<file path="config.mk">
export PLATFORM = sky130hd
export DESIGN_NAME = jtag_tap_bscan
export DESIGN_NICKNAME = d
export VERILOG_FILES = /design/src/rtl/jtag_pkg.sv /design/src/rtl/jtag_tap_fsm.sv /design/src/rtl/jtag_tap_bscan.sv
export SDC_FILE = /design/constraint.sdc
export NUM_CORES = 1
export LEC_CHECK = 0
export BUFFER_PORTS_ARGS = -buffer_cell sky130_fd_sc_hd__buf_2
export CAP_MARGIN = 15
export CORE_AREA = 2 2 157 312
export DETAILED_ROUTE_END_ITERATION = 8
export DIE_AREA = 0 0 159 314
export PLACE_DENSITY = 0.77
export SLEW_MARGIN = 20
export SYNTH_ARGS = -nofsm -noshare
export SYNTH_HDL_FRONTEND = slang
export SYNTH_SLANG_ARGS = --single-unit
</file>
<file path="constraint.sdc">
create_clock -name TCK -period 1.8 [get_ports TCK]
set_input_delay 0.09 -clock TCK [delete_from_list [all_inputs] [get_ports TCK]]
set_output_delay 0.09 -clock TCK [all_outputs]
set_load 0.1 [all_outputs]
</file>
<file path="src/rtl/jtag_pkg.sv">
// jtag_pkg: TAP state encodings, opcode helpers and IR capture value
package jtag_pkg;

    typedef enum logic [3:0] {
        TLR      = 4'hF,
        RTI      = 4'hC,
        SEL_DR   = 4'h7,
        CAP_DR   = 4'h6,
        SH_DR    = 4'h2,
        EX1_DR   = 4'h1,
        PAUSE_DR = 4'h3,
        EX2_DR   = 4'h0,
        UPD_DR   = 4'h5,
        SEL_IR   = 4'h4,
        CAP_IR   = 4'hE,
        SH_IR    = 4'hA,
        EX1_IR   = 4'h9,
        PAUSE_IR = 4'hB,
        EX2_IR   = 4'h8,
        UPD_IR   = 4'hD
    } tap_state_e;

    localparam int OPC_EXTEST = 0;
    localparam int OPC_SAMPLE = 1;
    localparam int OPC_IDCODE = 2;
    localparam int OPC_INTEST = 3;

    // Low bits of the value loaded into the IR shift register in Capture-IR;
    // upper bits are zero-extended to the IR width.
    localparam logic [1:0] IR_CAPTURE = 2'b01;

    // BYPASS is the all-ones opcode of whatever IR width is in use
    function automatic logic [31:0] opc_bypass(input int ir_size);
        return 32'((64'd1 << ir_size) - 64'd1);
    endfunction

endpackage

</file>
<file path="src/rtl/jtag_tap_fsm.sv">
// jtag_tap_fsm: 16-state TAP controller with decoded IR/DR strobes
module jtag_tap_fsm
    import jtag_pkg::*;
(
    input  logic       TCK,
    input  logic       reset,
    input  logic       TMS,
    output tap_state_e state,
    output logic       capture_ir,
    output logic       shift_ir,
    output logic       update_ir,
    output logic       capture_dr,
    output logic       shift_dr,
    output logic       update_dr
);

    tap_state_e state_next;

    // State register; reset overrides TMS
    always_ff @(posedge TCK) begin
        state <= reset ? TLR : state_next;
    end

    // Standard TMS transitions and per-state action strobes
    always_comb begin
        state_next = state;
        capture_ir = state == CAP_IR;
        shift_ir   = state == SH_IR;
        update_ir  = state == UPD_IR;
        capture_dr = state == CAP_DR;
        shift_dr   = state == SH_DR;
        update_dr  = state == UPD_DR;
        case (state)
            TLR:      state_next = TMS ? TLR      : RTI;
            RTI:      state_next = TMS ? SEL_DR   : RTI;
            SEL_DR:   state_next = TMS ? SEL_IR   : CAP_DR;
            CAP_DR:   state_next = TMS ? EX1_DR   : SH_DR;
            SH_DR:    state_next = TMS ? EX1_DR   : SH_DR;
            EX1_DR:   state_next = TMS ? UPD_DR   : PAUSE_DR;
            PAUSE_DR: state_next = TMS ? EX2_DR   : PAUSE_DR;
            EX2_DR:   state_next = TMS ? UPD_DR   : SH_DR;
            UPD_DR:   state_next = TMS ? SEL_DR   : RTI;
            SEL_IR:   state_next = TMS ? TLR      : CAP_IR;
            CAP_IR:   state_next = TMS ? EX1_IR   : SH_IR;
            SH_IR:    state_next = TMS ? EX1_IR   : SH_IR;
            EX1_IR:   state_next = TMS ? UPD_IR   : PAUSE_IR;
            PAUSE_IR: state_next = TMS ? EX2_IR   : PAUSE_IR;
            EX2_IR:   state_next = TMS ? UPD_IR   : SH_IR;
            UPD_IR:   state_next = TMS ? SEL_DR   : RTI;
            default:  state_next = TLR;
        endcase
    end

endmodule

</file>
<file path="src/rtl/jtag_tap_bscan.sv">
// jtag_tap_bscan: parametrised TAP with IR, BYPASS, BSR and optional IDCODE (macro JTAG_IDCODE_EN)
module jtag_tap_bscan
    import jtag_pkg::*;
#(
    parameter int          BSR_SIZE     = 248,
    parameter int          IR_SIZE      = 4,
    parameter logic [31:0] IDCODE_VALUE = 32'h1000_0001
) (
    input  logic                TCK,
    input  logic                reset,
    input  logic                TMS,
    input  logic                TDI,
    output logic                TDO,
    output logic                tdo_en,
    input  logic [BSR_SIZE-1:0] bsr_capture_i,
    output logic [BSR_SIZE-1:0] bsr_update_o,
    output logic                test_mode,
    output logic [IR_SIZE-1:0]  instr_o,
    output logic [3:0]          tap_state_o
);

    localparam logic [IR_SIZE-1:0] OP_EXTEST = IR_SIZE'(OPC_EXTEST);
    localparam logic [IR_SIZE-1:0] OP_SAMPLE = IR_SIZE'(OPC_SAMPLE);
    localparam logic [IR_SIZE-1:0] OP_IDCODE = IR_SIZE'(OPC_IDCODE);
    localparam logic [IR_SIZE-1:0] OP_INTEST = IR_SIZE'(OPC_INTEST);
    localparam logic [IR_SIZE-1:0] OP_BYPASS = IR_SIZE'(opc_bypass(IR_SIZE));
    localparam logic [IR_SIZE-1:0] IR_CAP    = IR_SIZE'(IR_CAPTURE);
`ifdef JTAG_IDCODE_EN
    localparam logic [IR_SIZE-1:0] INSTR_RST = OP_IDCODE;
`else
    localparam logic [IR_SIZE-1:0] INSTR_RST = OP_BYPASS;
`endif

    tap_state_e          state;
    logic                capture_ir, shift_ir, update_ir;
    logic                capture_dr, shift_dr, update_dr;
    logic [IR_SIZE-1:0]  ir_shift;
    logic [BSR_SIZE-1:0] bsr_shift;
    logic                bypass_reg;
    logic                sel_bsr, sel_byp, dr_tdo;

    jtag_tap_fsm u_fsm (
        .TCK        (TCK),
        .reset      (reset),
        .TMS        (TMS),
        .state      (state),
        .capture_ir (capture_ir),
        .shift_ir   (shift_ir),
        .update_ir  (update_ir),
        .capture_dr (capture_dr),
        .shift_dr   (shift_dr),
        .update_dr  (update_dr)
    );

    assign tap_state_o = state;
    assign sel_bsr     = instr_o == OP_EXTEST || instr_o == OP_SAMPLE || instr_o == OP_INTEST;
    assign test_mode   = instr_o == OP_EXTEST || instr_o == OP_INTEST;
    assign tdo_en      = shift_ir || shift_dr;
    assign TDO         = shift_ir ? ir_shift[0] : shift_dr & dr_tdo;

`ifdef JTAG_IDCODE_EN
    logic [31:0] idcode_reg;
    logic        sel_id;

    assign sel_id  = instr_o == OP_IDCODE;
    assign sel_byp = !sel_bsr && !sel_id;
    assign dr_tdo  = sel_bsr ? bsr_shift[0] : sel_id ? idcode_reg[0] : bypass_reg;

    // IDCODE register; bit 0 always captures 1 as the ID marker
    always_ff @(posedge TCK) begin
        if (reset) idcode_reg <= '0;
        else if (capture_dr && sel_id) idcode_reg <= {IDCODE_VALUE[31:1], 1'b1};
        else if (shift_dr && sel_id) idcode_reg <= {TDI, idcode_reg[31:1]};
    end
`else
    logic unused_idcode;

    assign unused_idcode = ^IDCODE_VALUE;
    assign sel_byp       = !sel_bsr;
    assign dr_tdo        = sel_bsr ? bsr_shift[0] : bypass_reg;
`endif

    // Instruction shift register
    always_ff @(posedge TCK) begin
        if (reset) ir_shift <= '0;
        else if (capture_ir) ir_shift <= IR_CAP;
        else if (shift_ir) ir_shift <= {TDI, ir_shift[IR_SIZE-1:1]};
    end

    // Active instruction; Test-Logic-Reset keeps reloading the reset opcode
    always_ff @(posedge TCK) begin
        if (reset || state == TLR) instr_o <= INSTR_RST;
        else if (update_ir) instr_o <= ir_shift;
    end

    // Single-bit bypass register
    always_ff @(posedge TCK) begin
        if (reset) bypass_reg <= 1'b0;
        else if (capture_dr && sel_byp) bypass_reg <= 1'b0;
        else if (shift_dr && sel_byp) bypass_reg <= TDI;
    end

    // Boundary-scan shift chain, bit 0 nearest TDO
    always_ff @(posedge TCK) begin
        if (reset) bsr_shift <= '0;
        else if (capture_dr && sel_bsr) bsr_shift <= bsr_capture_i;
        else if (shift_dr && sel_bsr) bsr_shift <= BSR_SIZE'({TDI, bsr_shift} >> 1);
    end

    // Boundary-scan update latch driving pins/core in test mode
    always_ff @(posedge TCK) begin
        if (reset) bsr_update_o <= '0;
        else if (update_dr && sel_bsr) bsr_update_o <= bsr_shift;
    end

endmodule

</file>
* After elaboration in Yosys (flattened, before gate mapping)
Cells that the tools add are included.
Cells by class: equal/unequal tests 17, mux-type cells 19, bitwise gates (word level) 1, reductions and logical operators 20
Operators by type and width (number):
- $mux 248 | 2
- $pmux 4 s12 | 1
- $eq 4x4->1 const B | 8
- $eq 4x3->1 const B | 4
- $eq 4x2->1 const B | 3
- $mux 2 | 6
- $mux 3 | 4
- $eq 4x1->1 const B | 2
- $logic_not 4->1 | 2
- $reduce_or 2->1 | 4
- $logic_and 1x1->1 | 5
- $logic_or 1x1->1 | 5
- $mux 1 | 5
- $mux 4 | 1
- $reduce_bool 2->1 | 2
- $reduce_or 3->1 | 1
- $and 1x1->1 | 1
- $logic_not 1->1 | 1
Word-level totals: flip-flop bits (word level) 509, output and inout port bits 259, logic and storage cells 64

* Depth between registers and ports, before layout
Gate-level depths: netlist (run 1).
depth after elaboration 6, gate-level depth with buffers 7, depth with buffers taken out 3

* Cells and area by module
Synthesis (run 1) repeated with hierarchy kept, for this count alone.
Second synthesis, totals: cells, all modules 2669, area total of the unflattened synthesis 22938.2 µm²
By module, submodules not included:
- jtag_tap_bscan | instances 1, cells an instance 2638, area each 22675.5 µm², seq. area each 10109.7 µm²
- jtag_tap_fsm | instances 1, cells an instance 31, area each 262.8 µm², seq. area each 80.1 µm²

* Worst setup path before layout (run 1)
No wires, ideal clock.
kind reg2out, start register u_fsm.state[1], end output TDO, data arrival time 5783 ps, data required time 1710 ps, setup slack -4073 ps, cell stages (with the launch flop) 4, buffers on the path 0, cell sequence dfxtp_1 > nand2b_1 > nor2_1 > nor4b_1
Between the ends: word-level cells in the longest chain between the ends 3, elaborated cells between the ends (all ways) 4, classes of those cells eq/ne (2); mux (1); bitwise (1)
RTL lines:
- from (decl) | line jtag_tap_fsm.sv:8 | output tap_state_e state,
- from (signal assigned) | line jtag_tap_fsm.sv:21 | state <= reset ? TLR : state_next;
- $eq 4x2->1 | line jtag_tap_fsm.sv:31 | shift_dr = state == SH_DR;
- $and 1x1->1 | line jtag_tap_bscan.sv:59 | assign TDO = shift_ir ? ir_shift[0] : shift_dr & dr_tdo;
- $mux 1 (*) | line jtag_tap_bscan.sv:59
- to (decl) | line jtag_tap_bscan.sv:13 | output logic TDO,
Every way passes the cells marked *; elsewhere a longest branch is shown, timed or not.

* Final worst setup path (run 1)
start register u_fsm.state[0], end output TDO
Same word-level chain as after synthesis.

==> results of run 1 <==
[cell type report]
class                      count  area, µm²
antenna                        1       2.50
timing repair buffer         842       6360
clock inverter                17        155
multi-input combinational   1556      12600
clock buffer                  64       1310
fill                        3562      16000
tap                          632        791
sequential                   509      10200
[how the worst max path moves through the flow]
stage,endpoint,slack (ps),cells after the start
6_report,TDO,-80,5
3_3_place_gp,bsr_shift[60],60,5
5_1_grt,TDO,-170,5
3_5_place_dp,bsr_shift[76],30,5
4_1_cts,TDO,-120,5
2_1_floorplan,TDO,-690,4
[synthesized netlist by cell type, drive strengths merged]
master	n
a211oi	2
and3b	1
nor4	2
mux2i	745
nor2b	4
nor4b	1
nor4bb	1
or4	2
dfxtp	509
nand2b	502
buf	80
o21bai	4
or3b	2
o21a	1
nand2	6
clkbuf	91
a21oi	6
a211o	2
nand3	3
nor2	8
nand3b	4
nor3b	1
nor3	7
or2	249
and3	2
o21ai	1
[cells by family after synthesis]
logic type / Yosys count / synth area share, %
and+or+nand+nor: 795 / 21.0
DFF: 509 / 43.3
AOI/OAI and AO/OA: 16 / 0.446
buffers and inverters: 171 / 3.58
muxes: 745 / 31.7
[power by group]
part	internal [mW]	leakage [nW]	switching (mW)	total, mW
Clock	5.40	0.727	4.39	9.79
Sequential	11.3	4.10	0.0387	11.3
Combinational	1.61	11.9	1.28	2.89
[per-stage QoR]
step                      power, mW  std cells
after detailed placement       13.9       3273
final                          24.0       3621
after global routing           24.8       3621
after global placement         13.9       3273
after CTS                      24.2       3609
after floorplan                13.2       2236
[tightest hold or removal path, delay by kind of cell]
kind	cells	cell delay [ps]
buffers and inverters	1	110
muxes	2	190
and+or+nand+nor	1	140
[timing repair]
item,CTS,global route
setup endpoints to repair,5,224
hold buffers,241,0
pin swaps,6,4
endpoints found under the hold margin,245,0
setup buffers,10,3
gates cloned,4,9
resized for setup,11,18
[layer usage]
metal | wire length (µm) | GRT usage (%) | part of all wire, % | vias up
met3 | 3530 | 5.40 | 5.3 | 189
met2 | 34700 | 47.7 | 52 | 564
met1 | 25100 | 26.5 | 37 | 8814
li1 | - | - | - | 8928
met4 | 3510 | 13.0 | 5.2 | 6
met5 | 34 | 0 | 0.051 | -
==> results.txt, run 1 <==
The TritonCTS clock tree is done. The total via count after detailed routing came out at 18501. The number of distinct library cell variants in the gate-level netlist after synthesis is 29. The wire length of the first global-routing pass is 103000 µm.

The post-synthesis cell count is 2236. The delay of the slowest cell on the worst path is 340 ps. The slack of the critical path came out at -76.4 ps. The final instance area is 31500 µm².

The worst hold margin came out at 15.5 ps. The area share of the largest cell type after synthesis came out at 43.3%. The reg-to-reg setup timing slack came out at -10 ps. The post-detailed-route wirelength per cell is 18.5 µm. Counting every sink on the clock net gives 509.

The cell family contributing the most delay on the critical path is simple AND/OR/NAND/NOR gates. The worst setup path is captured at an output pin. The sequential cell area fraction in the yosys report came out at 43.3%. The final reports fail on setup timing. The critical path in this run is classified as reg -> out. The final critical path takes up 104% of the cycle.

The number of global-route vias before repair is 19706. The data required time of the worst path came out at 1710 ps. The worst path buffer plus inverter count is 2. Of all nets on the critical path, the largest fanout is 2. Max-cap violations in this run came to 0. The largest registers in the layout are bsr_shift: 248 flops, bsr_update_o: 248 flops. The detailed-route vias per instance came out at 5.11. The die span in y is 314 µm. The count of final hold-check violations came out at 0. The largest voltage drop on the vdd net is 0.000756 V. The synthesized area divided by synthesized cell count came out at 10.5 µm². The length of the first detailed-routing pass in iterations came out at 5. Wires add up to 66900 µm. The utilization after layout is 66.3%.

The startpoint type of the worst setup path is a flop. The clock tree skew after final layout came out at 17.1 ps. The synthesized design spends more area on one cell type than any other, namely dfxtp_1. The run finished, with violations left. The slowest stage cell on the critical path is dfxtp_4.

In the layout the commonest cells are 740 x mux2i_1, 507 x buf_2, 501 x dfxtp_1. The total setup violations reported at the end of the flow came out at 4. The leakage power came out at 16.7 nW. The critical path starts at u_fsm.state[0]. The starting utilization of the core area is 49.6%.

The highest achievable clock rate came out at 0.533 GHz. The worst register-to-register path has a depth of 6. For the pin with the worst max-slew slack, the measured transition is 810 ps. The worst register-to-register path ends at bsr_shift[91]. The final total negative setup slack came out at -147 ps. The count of yosys warnings during synthesis came out at 0. The count of nets left with antenna violations after detail routing came out at 0.

The area enclosed by the die boundary came out at 49900 µm². Traced cell by cell, the critical path runs through nand2b_4 -> buf_6 -> nor2_4 -> nor4b_4 -> buf_12. In this run the most critical hold path is launched from bsr_capture_i[104]. The worst path arrival time came out at 1790 ps. The number of synthesized register bits came out at 509. The most common library cell in the layout ignoring fill and taps is mux2i_1.

The number of design rule violations left after detail routing is 0. The power density over cell area is 762 nW/µm². The total half-perimeter wirelength after legalization and detailed placement came out at 44000 µm. The clock tree buffer depth is 3. The number of nets in the final layout came out at 3206.

The final weighted congestion of routability-driven global placement is 0.852. Timing analysis after detailed placement gives a worst setup slack of 28.4 ps. When the netlist entered floorplanning its net count stood at 2488.

The floorplan step defined a core boundary enclosing 47500 µm². The number of H-tree levels is 2. The total grt overflow came out at 0. The count of buffers added on input and output ports is 510. Headroom to the max-slew limit came out at 46.0%.

The fraction of layout cells with a size suffix above 1 is 31.7%. The count of standard-cell rows is 113. The clock-pin slew on the worst setup and hold paths came out at 70 ps.

The total count of max-transition violations in the final report came out at 0. The time the final worst path needs with I/O delays and setup came out at 1880 ps. The initial antenna violation count is 4. The root buffer cell is clkbuf_16. The depth of the worst hold-timing path is 4. The kind of path behind the tightest hold check is in -> reg. For the worst-skew pair, the clock arrives at the later sink with an insertion delay of 570 ps. The starting DRC count in detailed routing is 859. The startpoint of the worst-slack reg-to-reg timing path is instr_o[3]. Across every metal layer, demand over resource in global routing totals 25.4%. In this run the count of I/O pins placed on the die edge is 511.

From synthesis to final layout, the design area changed by 33.7%. By area the synthesized netlist is led by dfxtp_1 43%, mux2i_1 32%, nand2b_1 13%, or2_2 6.6%, clkbuf_1 1.5%. Entering global routing, the biggest net connects 139 pins. The total CTS buffers is 45. In this run the horizontal extent of the chip is 159 µm. The summed instance area of the synthesized netlist is 23500 µm². The destination of the worst hold path is bsr_shift[104]. After detailed placement, the total cell area comes to 27100 µm². Setup repair after global routing could not meet its margin everywhere.
No activity file was read; power rests on OpenSTA's default activity.
==> inputs of run 2 (changes only) <==
Settings changed: CORE_AREA 2 2 157 312 to 2 2 210 212, DIE_AREA 0 0 159 314 to 0 0 212 214, PLACE_DENSITY 0.77 to 0.8.
Clock period 1.8 ns to 1.9 ns, I/O delays scaled along.
==> results.txt, run 2 (synthesis results as in run 1) <==
The flow ran to the end, but the final reports show violations. The final reports fail on setup timing. The final weighted congestion of routability-driven global placement is 0.851 (-0.12%). The clock-pin slew on the worst setup and hold paths came out at 60 ps (about the same). The number of cells on the worst reg-to-reg path came out at 5 (-1). The largest voltage drop on the vdd net came out at 0.000727 V (-3.9%).

The critical path is of the reg -> out type. The total half-perimeter wirelength after legalization and detailed placement came to 41700 µm (-5.1%). The post-route non-filler standard cell count is 3556 (-1.8%).

The sum of internal, switching and leakage power came to 23.5 mW (-2.2%). The total of max-cap violations came to 0 (unchanged). The leakage power is 16.6 nW (-1.0%). The fraction of power spent switching nets came out at 23.4% (-0.33 points). Based on the critical path, the design can be clocked at up to 0.516 GHz.

The power density over cell area is 754 nW/µm² (-1.1%). STA classifies the critical path endpoint as an output pin. The number of design rule violations left after detail routing was 0 (unchanged). The clock tree skew after final layout is 11.5 ps (-5.59 ps).

The TritonCTS clock tree is done. The number of nets in the final layout came out at 3185 (-0.66%). The time the final worst path needs with I/O delays and setup came out at 1940 ps. The die width came out at 212 µm (+33%). The total setup violations reported at the end of the flow was 1 (-3). The root buffer cell is clkbuf_16. The starting DRC count in detailed routing is 1194 (+39%).

The final total negative setup slack is -36.8 ps (+110 ps). Leaving out fill and tap cells, the most frequent cell in the layout is mux2i_1. The transition time of the tightest slew-check pin is 750 ps (-60.7 ps). The length of the first detailed-routing pass in iterations came out at 5 (unchanged). In the layout the commonest cells are 742 x mux2i_1, 505 x buf_2, 501 x dfxtp_1.

The slack of the critical path came to -36.8 ps (+39.6 ps). The count of final hold-check violations came out at 0 (unchanged). The initial antenna violation count came to 4 (unchanged).

The detailed-route vias per instance was 5.22 (+2.2%). The die span in y came out at 214 µm (-32%). The total grt overflow is 0 (unchanged). The worst hold margin came to 22.7 ps (+7.30 ps).

Setup repair after global routing could not meet its margin everywhere. The global-route usage over all layers is 28.1% (+2.7 points). The area enclosed by the die boundary came out at 45400 µm² (-9.1%).

The worst path arrival time was 1840 ps (+50 ps). The top-level port count came out at 511 (unchanged). The startpoint type of the worst setup path is a flop.

The area of placed instances came out at 26900 µm² (-0.66%). The path class of the tightest hold or removal check is in -> reg. The number of cells after detailed placement was 3213 (-1.8%). The depth of the worst hold-timing path came out at 4 (unchanged). The total via count after detailed routing came to 18569 (+0.37%). The count of standard-cell rows is 76 (-33%). The starting utilization of the core area came out at 54.9% (+5.3 points). The largest registers in the layout are bsr_shift: 248 flops, bsr_update_o: 248 flops. The maximum fanout along the worst path came out at 5 (+3). The number of global-route vias before repair came to 19402 (-1.5%). The source-to-sink clock delay at the later pin of the worst-skew pair is 590 ps (+20 ps). The total CTS buffers was 53 (+18%). The reported net switching power came out at 5.50 mW (-3.5%). The wire length of the first global-routing pass is 103000 µm (-0.43%). The count of nets left with antenna violations after detail routing is 0 (unchanged). The final wirelength is 66700 µm (-0.36%). The post-detailed-route wirelength per cell came out at 18.7 µm (+1.5%). The total count of max-transition violations in the final report is 0 (unchanged). The part of the power in the clock network is 42.9% (+2.1 points). The data required time of the worst path is 1800 ps (+90 ps). The fraction of power consumed by sequential logic is 45.8% (-1.4 points).

The number of H-tree levels came out at 2 (unchanged). The cell-internal power came out at 18.0 mW (-1.8%). The number of sinks handled by clock tree synthesis came out at 509 (unchanged). The final period utilization is 102%. The combinational share of power came out at 11.3% (-0.7 points). The fraction of layout cells with a size suffix above 1 was 31.0% (-0.69 points).

The clock tree buffer depth is 3 (unchanged). The final instance area came out at 31100 µm² (-1.1%). The area growth from synthesis to layout is 32.3%. The core area came out at 42900 µm² (-9.7%). The pin count of the biggest net entering global routing is 126 (-9.4%). The count of buffers inserted at the top-level ports is 510 (unchanged). The remaining max-slew budget at the tightest pin came out at 50.0% (+4.0 points).
run 2: cell count changes in the layout (fill, tap and decap cells not counted), sizes merged:
cell	change
bufbuf	-2
inv	-3
clkbuf	+14
diode	+3
bufinv	-1
buf	-22
clkinv	-6
clkinvlp	-1
run 2: power by group through the flow:
stage / combinational [mW] / clock [mW] / sequential (mW)
2_1_floorplan: 1.42 / 0 / 11.1
5_1_grt: 2.82 / 10.7 / 10.7
4_1_cts: 2.58 / 10.2 / 10.7
3_5_place_dp: 2.17 / 0 / 11.0
6_report: 2.66 / 10.1 / 10.8
3_3_place_gp: 2.14 / 0 / 11.0
run 2: layer usage:
layer / vias up / GRT usage [%] / routed length [µm]
li1: 8896 / - / -
met1: 8825 / 33.0 / 26800
met2: 630 / 47.8 / 32200
met3: 218 / 6.79 / 4250
met4: 0 / 14.0 / 3460
met5: - / 0 / 0
run 2: layout make-up:
cell class / count / area (µm²)
clock buffers: 83 / 1590
clock inverters: 6 / 58.8
multi-input cells: 1556 / 12600
repair buffers: 813 / 5900
flip-flops and latches: 509 / 10200
fillers: 2861 / 11700
diodes: 4 / 10.0
well taps: 585 / 732
run 2: timing repair:
action | 4_1_cts | 5_1_grt
setup buffers | 0 | 7
endpoints found under the setup margin | 3 | 53
gates cloned | 0 | 2
pin swaps | 0 | 3
hold buffers | 241 | 0
resized for setup | 7 | 15
endpoints found under the hold margin | 245 | 0
run 2: path summary, 6_finish.rpt:
| check | startpoint | to | slack, ps |
|---|---|---|---|
| setup / recovery | instr_o[1] | TDO | -40 |
| hold / removal | bsr_capture_i[152] | bsr_shift[152] | 20 |
| setup reg to reg | instr_o[3] | bsr_shift[155] | 20 |
| hold reg to reg | bsr_update_o[189] | bsr_update_o[189] | 470 |
run 2: through the flow:
step | util, % | worst slack, ps
after CTS | 72.2 | -78.7
after floorplan | - | -598
final | 72.6 | -36.8
after global routing | 72.6 | -124
after global placement | 62.7 | 96.0
after detailed placement | 62.7 | 68.2
run 2: critical path: stages, from the launching register on:
cell and delay (ps):
dfxtp_4 370, nor2b_4 160, buf_6 130, nor4_4 40
nor4b_4 330, buf_12 210
